===== src/rtl/btb_if.sv =====
// Fetch-side lookup and execute-side training bundle for the branch target buffer.
interface btb_if #(
  parameter int N_ENTRIES  = 8,
  parameter int ADDR_WIDTH = 24
);
  logic [ADDR_WIDTH-1:0]          lk_pc;
  logic                           lk_hit;
  logic                           lk_taken;
  logic [ADDR_WIDTH-1:0]          lk_target;
  logic                           upd_valid;
  logic [ADDR_WIDTH-1:0]          upd_pc;
  logic                           upd_taken;
  logic [ADDR_WIDTH-1:0]          upd_target;
  logic                           flush;
  logic [$clog2(N_ENTRIES):0]     occupancy;

  modport master (
    output lk_pc, upd_valid, upd_pc, upd_taken, upd_target, flush,
    input  lk_hit, lk_taken, lk_target, occupancy
  );
  modport slave (
    input  lk_pc, upd_valid, upd_pc, upd_taken, upd_target, flush,
    output lk_hit, lk_taken, lk_target, occupancy
  );
endinterface


===== src/rtl/btb_2bc.sv =====
// Fully-associative BTB with 2-bit direction counters: combinational lookup,
// clocked training with invalid-first allocation and round-robin replacement.
module btb_2bc #(
  parameter int         N_ENTRIES  = 8,
  parameter int         ADDR_WIDTH = 24,
  parameter logic [1:0] CNT_INIT   = 2'b10
) (
  input  logic  clk,
  input  logic  reset,
  btb_if.slave  bus
);
  localparam int IW = $clog2(N_ENTRIES);
  localparam int OW = IW + 1;

  logic [N_ENTRIES-1:0]                 valid;
  logic [N_ENTRIES-1:0][ADDR_WIDTH-1:0] tag;
  logic [N_ENTRIES-1:0][ADDR_WIDTH-1:0] tgt;
  logic [N_ENTRIES-1:0][1:0]            cnt;
  logic [IW-1:0]                        ptr;
  logic [OW-1:0]                        occ;

  logic [N_ENTRIES-1:0] lk_match, upd_match;
  logic                 upd_hit, has_free;
  logic [IW-1:0]        upd_idx, free_idx, alloc_idx;

  for (genvar g = 0; g < N_ENTRIES; g++) begin : g_match
    assign lk_match[g]  = valid[g] && (tag[g] == bus.lk_pc);
    assign upd_match[g] = valid[g] && (tag[g] == bus.upd_pc);
  end

  // Tags are unique among valid entries, so at most one lk_match bit is set.
  always_comb begin
    bus.lk_hit    = 1'b0;
    bus.lk_taken  = 1'b0;
    bus.lk_target = '0;
    for (int i = 0; i < N_ENTRIES; i++) begin
      if (lk_match[i]) begin
        bus.lk_hit    = 1'b1;
        bus.lk_taken  = cnt[i][1];
        bus.lk_target = tgt[i];
      end
    end
  end

  // Descending scan so the lowest matching / invalid index wins.
  always_comb begin
    upd_hit  = 1'b0;
    upd_idx  = '0;
    has_free = 1'b0;
    free_idx = '0;
    for (int i = N_ENTRIES - 1; i >= 0; i--) begin
      if (!valid[i]) begin
        has_free = 1'b1;
        free_idx = IW'(i);
      end
      if (upd_match[i]) begin
        upd_hit = 1'b1;
        upd_idx = IW'(i);
      end
    end
  end

  assign alloc_idx     = has_free ? free_idx : ptr;
  assign bus.occupancy = occ;

  always_ff @(posedge clk or negedge reset) begin
    if (!reset) begin
      valid <= '0;
      tag   <= '0;
      tgt   <= '0;
      cnt   <= {N_ENTRIES{2'b01}};
      ptr   <= '0;
      occ   <= '0;
    end else if (bus.flush) begin
      valid <= '0;
      ptr   <= '0;
      occ   <= '0;
    end else if (bus.upd_valid) begin
      if (upd_hit) begin
        if (bus.upd_taken) begin
          if (cnt[upd_idx] != 2'b11) cnt[upd_idx] <= cnt[upd_idx] + 2'b01;
          tgt[upd_idx] <= bus.upd_target;
        end else if (cnt[upd_idx] != 2'b00) begin
          cnt[upd_idx] <= cnt[upd_idx] - 2'b01;
        end
      end else if (bus.upd_taken) begin
        valid[alloc_idx] <= 1'b1;
        tag[alloc_idx]   <= bus.upd_pc;
        tgt[alloc_idx]   <= bus.upd_target;
        cnt[alloc_idx]   <= CNT_INIT;
        // A free slot means occ < N_ENTRIES, so the increment cannot overflow.
        if (has_free) occ <= occ + OW'(1);
        else          ptr <= ptr + IW'(1);
      end
    end
  end
endmodule


===== src/flat_wrapper.sv =====
// flat-port wrapper written by rule: the top's interface ports become plain ports
module btb_2bc_flat 
#(
  parameter int         N_ENTRIES  = 8,
  parameter int         ADDR_WIDTH = 24,
  parameter logic [1:0] CNT_INIT   = 2'b10
)
  (clk, reset, bus_lk_pc, bus_upd_valid, bus_upd_pc, bus_upd_taken, bus_upd_target, bus_flush, bus_lk_hit, bus_lk_taken, bus_lk_target, bus_occupancy);
  btb_if #(.N_ENTRIES(N_ENTRIES), .ADDR_WIDTH(ADDR_WIDTH)) bus_i ();
  input  logic clk;
  input  logic reset;
  input wire logic [$bits(bus_i.lk_pc)-1:0] bus_lk_pc;
  input wire logic [$bits(bus_i.upd_valid)-1:0] bus_upd_valid;
  input wire logic [$bits(bus_i.upd_pc)-1:0] bus_upd_pc;
  input wire logic [$bits(bus_i.upd_taken)-1:0] bus_upd_taken;
  input wire logic [$bits(bus_i.upd_target)-1:0] bus_upd_target;
  input wire logic [$bits(bus_i.flush)-1:0] bus_flush;
  output wire logic [$bits(bus_i.lk_hit)-1:0] bus_lk_hit;
  output wire logic [$bits(bus_i.lk_taken)-1:0] bus_lk_taken;
  output wire logic [$bits(bus_i.lk_target)-1:0] bus_lk_target;
  output wire logic [$bits(bus_i.occupancy)-1:0] bus_occupancy;
  assign bus_i.lk_pc = bus_lk_pc;
  assign bus_i.upd_valid = bus_upd_valid;
  assign bus_i.upd_pc = bus_upd_pc;
  assign bus_i.upd_taken = bus_upd_taken;
  assign bus_i.upd_target = bus_upd_target;
  assign bus_i.flush = bus_flush;
  assign bus_lk_hit = bus_i.lk_hit;
  assign bus_lk_taken = bus_i.lk_taken;
  assign bus_lk_target = bus_i.lk_target;
  assign bus_occupancy = bus_i.occupancy;
  btb_2bc #(.N_ENTRIES(N_ENTRIES), .ADDR_WIDTH(ADDR_WIDTH), .CNT_INIT(CNT_INIT)) u_core (.clk(clk), .reset(reset), .bus(bus_i));
endmodule

===== config.mk =====
export PLATFORM = sky130hd
export DESIGN_NAME = btb_2bc_flat
export DESIGN_NICKNAME = d
export VERILOG_FILES = /design/src/rtl/btb_if.sv /design/src/rtl/btb_2bc.sv /design/src/flat_wrapper.sv
export SDC_FILE = /design/constraint.sdc
export NUM_CORES = 1
export LEC_CHECK = 0
export CAP_MARGIN = 40
export CORE_ASPECT_RATIO = 1.25
export CORE_MARGIN = 5
export CORE_UTILIZATION = 50
export DETAILED_ROUTE_END_ITERATION = 10
export MAX_ROUTING_LAYER = met4
export PLACE_DENSITY = 0.74
export SLEW_MARGIN = 20
export SYNTH_ARGS = -nofsm -noshare
export SYNTH_HDL_FRONTEND = slang
export SYNTH_SLANG_ARGS = --single-unit

===== constraint.sdc =====
create_clock -name clk -period 3.6 [get_ports clk]
set_input_delay 0.72 -clock clk [delete_from_list [all_inputs] [get_ports clk]]
set_output_delay 0.72 -clock clk [all_outputs]
set_load 0.01 [all_outputs]

# Yosys cells after proc, flatten, opt, wreduce, memory -nomap -nowiden
# Cells that the tools add are included.
word_totals:
  reg_bits: 415
  latch_bits: 0
  mem_bits_rw: 0
  rom_bits: 0
  inputBits: 77
  output_inout_bits: 30
  elab_cells: 187
  mem_count: 0
op_classes:
  addsub: 4
  multipliers: 0
  div: 0
  magnitude_cmp: 4
  eq_ne: 20
  shifts: 0
  muxes: 96
  n_bitwise: 6
  n_reduce_logical: 30
op_table:
  columns: ["op", "count"]
  rows:
  - ["192-bit bitwise mux", 3]
  - ["192-bit 2-to-1 mux", 3]
  - ["24-bit equality test", 16]
  - ["24-bit 2-to-1 mux", 10]
  - ["24-bit demux with 3-bit select", 2]
  - ["16-bit 2-to-1 mux", 5]
  - ["3-bit 2-to-1 mux", 22]
  - ["1-bit 2-to-1 mux", 33]
  - ["16-bit bitwise mux", 2]
  - ["8-bit 2-to-1 mux", 4]
  - ["4-bit 2-to-1 mux", 5]
  - ["1-bit logical AND", 18]
  - ["8-bit bitwise OR", 2]
  - ["2-bit demux with 3-bit select", 2]
  - ["4-bit AND reduction", 3]
  - ["2-bit nonzero test", 6]
  - ["8-bit AND", 1]
  - ["3-bit by 4-bit less-than comparator with 1-bit output (second input constant)", 2]
  - ["8-bit inverter", 1]
  - ["2-bit binary-select mux with 3-bit select", 1]
  - ["3-bit by 1-bit greater-or-equal comparator with 1-bit output (second input constant)", 2]
  - ["2-bit 2-to-1 mux", 3]
  - ["2-bit != test (second input constant)", 3]
  - ["3-bit AND reduction", 2]
  - ["other kinds (8)", 9]

# Depth between registers and ports, before layout
# Gate-level depths: netlist of run 1.
depth:
  word_depth: 18
  depth_mapped: 17
  ltp_nobuf: 15

# Worst setup path before layout of run 1
# OpenSTA, ideal clock, no wires.
synth_timing:
  path_kind: "in2reg"
  startpoint: "in bus_upd_pc[14]"
  endpoint: "reg u_core.cnt[4] in the netlist's numbering"
  setup_ns: 0.080
  arrival_time_ns: 4.372
  slack_ns: -0.852
  cell_stages: 15
  n_path_buf: 2
  path_cell_list: "buf_4 xor2_1 or4b_1 or4_4 a2111oi_2 o311a_2 o21bai_2 mux2_1 or3_1 ha_1 o211ai_1 o211a_1 clkbuf_1 nand2_1 a32o_1"
synth_between:
  elab_chain_len: 18
  word_cells_on_any_way: 53
synth_rtl:
  columns: ["element", "line", "source"]
  rows:
  - ["start: declaration", "flat_wrapper.sv:14", "input wire logic [$bits(bus_i.upd_pc)-1:0] bus_upd_pc;"]
  - ["24-bit equality test", "btb_2bc.sv:28", "assign upd_match[g] = valid[g] && (tag[g] == bus.upd_pc);"]
  - ["1-bit logical AND", "btb_2bc.sv:28", null]
  - ["3-bit 2-to-1 mux (8 in a row)", "btb_2bc.sv:56", "if (upd_match[i]) begin"]
  - ["3-bit by 4-bit less-than comparator with 1-bit output (not written as such) / 3-bit by 1-bit greater-or-equal comparator with 1-bit output (equally long branches)", "btb_2bc.sv:81, btb_2bc.sv:84", null]
  - ["1-bit logical AND (not written as such)", "btb_2bc.sv:81, btb_2bc.sv:84", null]
  - ["2-bit 2-to-1 mux (not written as such)", "btb_2bc.sv:81, btb_2bc.sv:84", null]
  - ["2-bit demux with 3-bit select", null, null]
  - ["16-bit bitwise mux, on equally long branches", "btb_2bc.sv:84, btb_2bc.sv:81", null]
  - ["16-bit 2-to-1 mux, on equally long branches", "btb_2bc.sv:83, btb_2bc.sv:81", null]
  - ["16-bit 2-to-1 mux", "btb_2bc.sv:80", "if (bus.upd_taken) begin"]
  - ["16-bit 2-to-1 mux", "btb_2bc.sv:79", "if (upd_hit) begin"]
  - ["end signal: assignment", "btb_2bc.sv:71", "cnt <= {N_ENTRIES{2'b01}};"]
  - ["end signal: indexed assignment", "btb_2bc.sv:84", "cnt[upd_idx] <= cnt[upd_idx] - 2'b01;"]
  - ["end: declaration", "btb_2bc.sv:18", "logic [N_ENTRIES-1:0][1:0] cnt;"]
# Parallel ways exist; a longest one is shown, timed or not. The select of a mux whose other input is x is not followed.
# A chain may end at the register's enable or synchronous reset.

# Worst setup path in the final report of run 1
layout_timing:
  startpoint: "in bus_upd_pc[8]"
  endpoint: "reg u_core.cnt[4] in the netlist's numbering"
# The elaborated chain is that of the path after synthesis.

==> impl_metrics.json, run 1 <==
{
  "drtIter0Drc": 1809,
  "dp.cells": 3133,
  "synthDistinctLibCells": 80,
  "syn-cell-area_sq_um": 23600,
  "num_vias": 20800,
  "cts.path.max_buffers": 3,
  "start_util_pct": 50.3,
  "worst_pin_slew_ns": 0.791,
  "start_kind": "input pin",
  "die_h_um": 253,
  "synth-edff-count": 0,
  "placed_cell_area_sq_um": 29000,
  "dr.pass1.iters": 6,
  "cpPeakStageDelay_ns": 0.41,
  "crit_chain": "dlygate4sd2_1 -> buf_6 -> buf_12 -> xor2_1 -> nor4_1 -> nand3_2 -> o311ai_2 -> buf_4 -> o311a_4 -> mux2_4 -> and3_4 -> or3_4 -> ha_4 -> o211ai_1 -> o211a_4 -> buf_12 -> nand2_4 -> a32o_1",
  "yosysSeqAreaShare_pct": 44.0,
  "period_share_pct": 115,
  "drc": 0,
  "synth_top_area_share_pct": 43.1,
  "synth_area_leader_cell": "dfrtp_1",
  "post-route-min-period_ns": 4.13,
  "setup-violations-final": 279,
  "insertion_delay_ns": 0.58,
  "grt_max_degree": 86,
  "finClkSkew_ns": 0.0234,
  "place.port_buffers": 106,
  "ir_drop_mv": 0.319,
  "path_class": "in -> reg",
  "max_cap_viol_count": 0,
  "routedWlPerCell_um": 27.5,
  "detail-route-antenna-nets": 0,
  "num_io_pins": 107,
  "cts-root-buf": "clkbuf_16",
  "cts_tree": "built",
  "final_hold_viol_count": 0,
  "rows": 89,
  "crit_path_top_delay_cell": "nor4_1",
  "arrival_ns": 4.62,
  "synth.area.top_cells": "dfrtp_1, mux2_2, xor2_1",
  "dieArea_sq_um": 51800,
  "ys_seq_elements": 415,
  "antenna_found_initial": 1,
  "synth.most_common_cell": "dfrtp_1",
  "violations": "negative setup slack",
  "critPathBufInv": 5,
  "synthArstFlopShare_pct": 100,
  "fin_ws_ns": -0.527,
  "area_delta_synth_final_pct": 47.1,
  "drt_wl_total_um": 93400,
  "drive_above_1_share_pct": 51.1,
  "clock_sinks": 415,
  "relSlewSlack_pct": 47.3,
  "grt_pass1_vias": 21800,
  "cts_buffers": 44,
  "rsz0062_at_grt": "yes",
  "clock.fmax_mhz": 242,
  "yosys_warnings": 0,
  "total_power_mw": 12.8,
  "clk_pin_slew_ns": 0.06,
  "h-tree-depth": 2,
  "crit_top_cell": "buf_12",
  "grt_overflow": 0,
  "cp.required_ns": 4.09,
  "hold_path.class": "in -> async",
  "leakagePower_nw": 16.5,
  "syn_avg_cell_area_sq_um": 11.4,
  "nets": 2804,
  "fin_area_sq_um": 34800,
  "syn-num-nets": 2163,
  "core_area_sq_um": 47000,
  "cp_max_fo": 6,
  "gp_congestion": 1.00,
  "grt_pass1_wl_um": 133000,
  "cp-end-kind": "register",
  "fin_cells": 3394,
  "path_delay_family": "simple AND/OR/NAND/NOR gates",
  "synth_common_cells": "dfrtp_1, mux2_2, xor2_1",
  "powerDensity_nw_per_um2": 369,
  "status": "finished with violations",
  "synthCells": 2082,
  "die_x_um": 204,
  "drv_slew": 0,
  "via_per_inst": 6.12,
  "synth-main-ff-cell": "dfrtp_1",
  "track_usage_pct": 35.0,
  "place_ws_ns": -1.35,
  "fill_cells": 2891,
  "dp.final_hpwl_um": 56000
}
path summary, 6_finish.rpt:
kind | startpoint | endpoint | slack, ns | cells after the start
worst max-delay path | bus_upd_pc[8] | u_core.cnt[4] | -0.53 | 18
min in group clk | bus_upd_pc[14] | u_core.tag[38] | 0.45 | 2
max in group asynchronous | reset | u_core.tag[46] | 2.52 | 2
worst max register to register | u_core.tag[168] | u_core.cnt[4] | -0.50 | 14
worst min register to register | u_core.tgt[117] | u_core.tgt[117] | 0.49 | 1
worst min-delay path | reset | u_core.tgt[186] | 0.19 | 1
logic make-up after synthesis:
| kind of cell | synth area share, % |
|---|---|
| AO/OA/AOI/OAI | 6.94 |
| XOR/XNOR | 14.5 |
| adder cells (fa/ha/maj) | 0.212 |
| buffers and inverters | 4.24 |
| flip-flops | 44.0 |
| multiplexers | 19.7 |
| AND/OR/NAND/NOR | 10.4 |
power breakdown:
| part | leakage (nW) | internal (mW) | total (mW) | switching [mW] |
|---|---|---|---|---|
| combinational | 10.3 | 1.41 | 2.64 | 1.23 |
| clock | 0.735 | 2.80 | 4.81 | 2.01 |
| sequential | 5.52 | 5.02 | 5.39 | 0.370 |
| total | 16.5 | 9.24 | 12.8 | 3.60 |
cell type report:
cell class | count | area, sq um | share of cell area (%)
multi-input combinational | 1480 | 14300 | 41.0
inverter | 41 | 154 | 0.442
clock buffer | 64 | 1310 | 3.76
antenna | 1 | 2.50 | 0.00719
sequential | 415 | 10400 | 29.9
timing repair buffer | 741 | 7670 | 22.0
tap | 637 | 797 | 2.29
clock inverter | 15 | 180 | 0.518
sequential cells by signal, indices dropped and copies added (netlist names):
| name | flops |
|---|---|
| u_core.bus.occupancy | 4 |
| u_core.cnt | 16 |
| u_core.ptr | 3 |
| u_core.tag | 192 |
| u_core.tgt | 192 |
| u_core.valid | 8 |
through the flow:
stage	setup TNS [ns]	hold slack, ns	utilization, %
2_1_floorplan	-8.07	0.424	-
3_3_place_gp	-433.41	0.461	61.8
3_5_place_dp	-449.42	0.469	61.8
4_1_cts	-29.72	0.196	71.9
5_1_grt	-60.26	0.221	74.0
6_report	-46.03	0.194	74.0
cell usage in the layout (no fill, tap or decap), drive strengths merged, types with 10 or more instances in the layout:
master           n
nor4b           10
dfrtp          407
xnor2          186
a31oi           23
dlygate4sd2     22
and2            25
nand3           34
mux2           390
nand2          113
clkbuf          76
xor2           204
o21a            25
nor4            70
clkdlybuf4s50   31
nor2            54
nand4           68
clkinv          10
buf            667
a21o            32
o21ai          100
inv             40
a21oi           29
nor3            32
per-layer routing:
layer	wire (um)	global-route usage (%)	up-vias
met3	7180	6.33	621
met5	0	-	-
met4	10400	27.1	0
met1	31600	38.0	10300
li1	-	-	8576
met2	44200	56.7	1279
repair_timing:
item                       4_1_cts  5_1_grt
setup endpoints to repair      437      403
buffers inserted               129       40
hold buffers                     0        0
gates resized for setup        631      168
gates cloned                    21        3
pin swaps                      160       98
Note: power is estimated with default switching activity, not from simulation.
==> run 2, diff against run 1 <==
Settings changed: PLACE_DENSITY 0.74 to 0.78.
==> run 2 against run 1 <==
The run still ends with negative setup slack left. Routed wire length is 13% higher. Register-to-register slack better by 0.06 ns. Sequential power rose by 1%. Cell area is 0.84% higher. Non-clock buffer count down 18. Maximum frequency down 3.2%. Count of clock-buffer cells in the layout rose by 5. Cell count fell by 0.47%. Utilization up 0.62 points. Sequential cell count stayed put. Clock skew increased by 0.0054 ns. Setup slack worse by 0.14 ns. Critical path type is now reg -> out. Critical endpoint is now bus_lk_target[15]. Largest cell class unchanged. Highest routed layer unchanged.
==> impl_metrics.json, run 2 (same netlist as run 1, synthesis figures left out) <==
{
  "drive_above_1_share_pct": 51.5,
  "setup-violations-final": 145,
  "insertion_delay_ns": 0.62,
  "clock.fmax_mhz": 235,
  "start_kind": "register",
  "path_class": "reg -> out",
  "ctsHoldBuffers": 0,
  "worst_hold_slack_ns": 0.158,
  "cp_max_fo": 23,
  "worst_pin_slew_ns": 0.953,
  "clock_sinks": 415,
  "final_hold_viol_count": 0,
  "rows": 89,
  "detail-route-antenna-nets": 0,
  "num_vias": 21900,
  "drv_slew": 0,
  "grt_pass1_wl_um": 139000,
  "cp.required_ns": 2.88,
  "h-tree-depth": 2,
  "fin_ws_ns": -0.663,
  "status": "finished with violations",
  "die_x_um": 204,
  "period_share_pct": 118,
  "arrival_ns": 3.54,
  "final_common_cell": "dfrtp_1",
  "drtIter0Drc": 2351,
  "violations": "negative setup slack",
  "max_cap_viol_count": 0,
  "final_util_pct": 74.6,
  "area_delta_synth_final_pct": 48.4,
  "gp_congestion": 1.01,
  "dieArea_sq_um": 51800,
  "layout_common_cells": "dfrtp_1, buf_4, mux2_2",
  "via_per_inst": 6.50,
  "drt_wl_total_um": 106000,
  "core_area_sq_um": 47000,
  "place.port_buffers": 106,
  "grt_overflow": 0,
  "ir_drop_mv": 0.320,
  "post-route-min-period_ns": 4.26,
  "finClkSkew_ns": 0.0288,
  "routedWlPerCell_um": 31.4,
  "grt_max_degree": 104,
  "hold_path.class": "in -> async",
  "cts_tree": "built",
  "nets": 2787,
  "clk_pin_slew_ns": 0.07,
  "powerDensity_nw_per_um2": 369,
  "reg2reg_depth": 14,
  "reg_top3": "u_core.tag: 192 flops, u_core.tgt: 192 flops, u_core.cnt: 16 flops",
  "cts-root-buf": "clkbuf_16",
  "cts.path.max_buffers": 3,
  "antenna_found_initial": 4,
  "grt_pass1_vias": 22600,
  "cts_buffers": 45,
  "start_util_pct": 50.3,
  "dr.pass1.iters": 6,
  "dp.final_hpwl_um": 55100,
  "track_usage_pct": 36.9,
  "leakagePower_nw": 16.7,
  "drc": 0,
  "cp-end-kind": "primary output",
  "relSlewSlack_pct": 36.5,
  "rsz0062_at_grt": "yes",
  "num_io_pins": 107,
  "die_h_um": 253
}
run 2: changes by cell type in the layout (fill, tap and decap cells not counted), moves of 12 or more:
| cell | change |
|---|---|
| dlygate4sd2_1 | -14 |
| buf_12 | +18 |
| o21ai_1 | -12 |
| o21ai_0 | +13 |
| xnor2_2 | +20 |
| buf_2 | +15 |
| xnor2_1 | -18 |
| buf_4 | -37 |
run 2: repair_timing:
item | 4_1_cts | 5_1_grt
endpoints found under the setup margin | 436 | 308
pin swaps | 180 | 106
cloned | 26 | 9
gates resized for setup | 558 | 253
setup buffers | 116 | 52
run 2: final timing paths:
check | from | to | slack [ns]
max in group asynchronous | reset | u_core.tag[148] | 2.41
min | reset | u_core.tgt[159] | 0.16
min in group clk | u_core.tgt[138] | u_core.tgt[138] | 0.49
min reg2reg | u_core.tgt[138] | u_core.tgt[138] | 0.49
max | u_core.tag[95] | bus_lk_target[15] | -0.66
max reg2reg | u_core.tag[177] | u_core.cnt[4] | -0.44
run 2: layout make-up:
| class | instances | area [sq um] |
|---|---|---|
| Sequential cell | 415 | 10400 |
| Fill cell | 2609 | 11900 |
| Antenna cell | 4 | 10.0 |
| Clock buffer | 69 | 1320 |
| Tap cell | 637 | 797 |
| Multi-Input combinational cell | 1480 | 14500 |
| Timing Repair Buffer | 723 | 7770 |
| Inverter | 41 | 154 |
| Clock inverter | 9 | 109 |
run 2: metrics by stage:
step	cell area [sq um]	worst slack (ns)	cells	TNS (ns)	power, mW
2_1_floorplan	23800	-0.578	2082	-8.07	6.36
3_3_place_gp	29100	-1.28	3113	-390.77	7.28
3_5_place_dp	29100	-1.32	3113	-414.93	7.36
4_1_cts	33500	-0.463	3327	-16.56	12.3
5_1_grt	35100	-0.751	3378	-40.44	13.2
6_report	35100	-0.663	3378	-32.54	12.9
run 2: worst max-delay path, cell delays in order, from the launching register on:
cell and delay [ns]:
dfrtp_1 0.41, buf_4 0.16, xnor2_2 0.17, nand4_1 0.44, nor4_4 0.42, buf_4 0.18
nand4_1 0.12, buf_12 0.22, buf_4 0.17, o21ai_1 0.12, a21oi_2 0.07, o21ai_1 0.14
a31oi_1 0.13, buf_2 0.17
run 2: power by group:
part / internal (mW) / switching, mW / leakage (nW)
Combinational: 1.42 / 1.33 / 10.5
Sequential: 5.02 / 0.425 / 5.52
Clock: 2.66 / 2.08 / 0.697
Total: 9.10 / 3.84 / 16.7
run 2: routing by layer:
layer / track usage, % / share of wire (%) / wire length (um)
met5: - / 0 / 0
met4: 32.1 / 13 / 13400
met3: 9.13 / 11 / 11200
met2: 58.5 / 46 / 48400
met1: 38.0 / 31 / 33000
==> run 3, diff against run 2 <==
Clock period 3.6 ns to 3.5 ns, I/O delays scaled along.
==> run 3 against run 2 <==
Sequential cell count stayed put. Routed wire length is 13% higher. Highest routed layer unchanged. The run still ends with negative setup slack left. Die area stayed put. Global-route usage is 0.49 points lower. Total power is 3.3% higher.
==> impl_metrics.json, run 3 (same netlist as run 1, synthesis figures left out) <==
{
  "fill_cells": 2333,
  "max_cap_viol_count": 0,
  "num_vias": 23500,
  "drt_wl_total_um": 120000,
  "crit_chain": "dlygate4sd2_1 -> buf_12 -> xor2_1 -> nor4_1 -> buf_4 -> nand3_1 -> buf_4 -> nor3_4 -> buf_4 -> o311a_4 -> o21bai_4 -> mux2i_1 -> nor2_1 -> buf_4 -> nor3_4 -> ha_2 -> o21ba_4 -> o211a_4 -> clkbuf_16 -> a32o_1",
  "start_kind": "input pin",
  "clock.fmax_mhz": 233,
  "ir_drop_mv": 0.386,
  "rsz0062_at_grt": "yes",
  "clock_sinks": 415,
  "grt_pass1_vias": 22400,
  "core_area_sq_um": 47000,
  "placed_cell_area_sq_um": 29300,
  "cpPeakStageDelay_ns": 0.43,
  "cp.required_ns": 4.01,
  "cts-root-buf": "clkbuf_16",
  "path_class": "in -> reg",
  "relSlewSlack_pct": 32.1,
  "die_h_um": 253,
  "dr_wl_met3_um": 14600,
  "dieArea_sq_um": 51800,
  "rr_startpoint": "u_core.tag[94]",
  "grt_pass1_wl_um": 138000,
  "crit_top_cell": "buf_4",
  "nets": 2868,
  "insertion_delay_ns": 0.61,
  "via_per_inst": 6.80,
  "h-tree-depth": 2,
  "period_share_pct": 123,
  "met1_length_um": 36100,
  "drtIter0Drc": 3230,
  "area_delta_synth_final_pct": 55.8,
  "leakagePower_nw": 17.6,
  "path_delay_family": "buffers and inverters",
  "place_ws_ns": -1.45,
  "gp_congestion": 1.03,
  "finClkSkew_ns": 0.0331,
  "cp-end-kind": "register",
  "reg2reg_to": "u_core.cnt[4]",
  "fin_ws_ns": -0.788,
  "setup-violations-final": 435,
  "die_x_um": 204,
  "met2RoutedLength_um": 52300,
  "reg_top3": "u_core.tag: 192 flops, u_core.tgt: 192 flops, u_core.cnt: 16 flops",
  "rrSetupSlack_ns": -0.72,
  "grt_max_degree": 91,
  "worst_hold_slack_ns": 0.173,
  "num_io_pins": 107,
  "drc": 0,
  "final-seq-area_sq_um": 10400,
  "drv_slew": 0,
  "final_hold_viol_count": 0,
  "critPathBufInv": 7,
  "reg2reg_depth": 18,
  "fin_area_sq_um": 36800,
  "violations": "negative setup slack",
  "start_util_pct": 50.3,
  "track_usage_pct": 36.4,
  "place.port_buffers": 106,
  "routedWlPerCell_um": 34.5,
  "post-route-min-period_ns": 4.29,
  "highest_layer": "met4",
  "total_power_mw": 13.4,
  "drive_above_1_share_pct": 54.7,
  "layout_common_cells": "buf_4, dfrtp_1, mux2_4",
  "grt_overflow": 0,
  "fin_cells": 3461,
  "cts_buffers": 45,
  "dp.final_hpwl_um": 56700,
  "rows": 89,
  "cp_max_fo": 5,
  "clk_pin_slew_ns": 0.06,
  "arrival_ns": 4.80,
  "final_util_pct": 78.4,
  "final_common_cell": "buf_4",
  "worst_pin_slew_ns": 1.02,
  "cts_tree": "built",
  "hold_path.class": "in -> async",
  "cts.path.max_buffers": 3,
  "detail-route-antenna-nets": 0,
  "dr.pass1.iters": 6,
  "antenna_found_initial": 5,
  "status": "finished with violations",
  "dp.cells": 3160,
  "powerDensity_nw_per_um2": 363,
  "multi_input_area_sq_um": 15100,
  "crit_path_top_delay_cell": "nor4_1",
  "setup-tns-final_ns": -114.91
}
==> run 3: repair_timing <==
item,CTS,global route
resized for setup,580,519
setup buffers,111,67
hold buffers,0,0
pin swaps,187,105
gates cloned,25,35
setup endpoints to repair,436,434
==> run 3: power by group <==
| group | switching (mW) | internal, mW |
|---|---|---|
| Clock | 2.16 | 2.69 |
| Sequential | 0.450 | 5.17 |
| Combinational | 1.39 | 1.52 |
| Total | 4.00 | 9.37 |
==> run 3: worst max path at each step <==
stage	startpoint	end	slack (ns)	cells past startpoint
5_1_grt	bus_upd_pc[22]	u_core.cnt[4]	-0.83	20
3_3_place_gp	bus_upd_pc[9]	u_core.cnt[13]	-1.40	16
4_1_cts	u_core.tag[4]	bus_lk_taken	-0.52	11
3_5_place_dp	bus_upd_pc[5]	u_core.cnt[3]	-1.45	16
6_report	bus_upd_pc[22]	u_core.cnt[4]	-0.79	20
2_1_floorplan	bus_upd_pc[9]	u_core.cnt[4]	-0.66	15
==> run 3: area by class of cell <==
type                            count  share of cell area (%)
Antenna cell                        5                  0.0340
Clock buffer                       64                    3.47
Clock inverter                     15                   0.381
Inverter                           41                   0.418
Multi-Input combinational cell   1480                    41.1
Tap cell                          637                    2.16
Timing Repair Buffer              804                    24.2
Sequential cell                   415                    28.2
==> run 3: layer usage <==
layer / global-route usage (%) / vias up
li1: - / 8709
met1: 39.1 / 11300
met2: 57.9 / 2298
met3: 7.51 / 1191
met4: 29.7 / 0
met5: - / -
==> run 3: worst register-to-register path, cell delays in order, from the launching register on <==
cell and delay, ns:
dfrtp_1 0.45, xor2_1 0.21, nor4_1 0.43, buf_4 0.20, nand3_1 0.12, buf_4 0.19
nor3_4 0.25, buf_4 0.16, o311a_4 0.21, o21bai_4 0.09, mux2i_1 0.23, nor2_1 0.12
buf_4 0.17, nor3_4 0.21, ha_2 0.23, o21ba_4 0.16, o211a_4 0.27, clkbuf_16 0.17
a32o_1 0.27
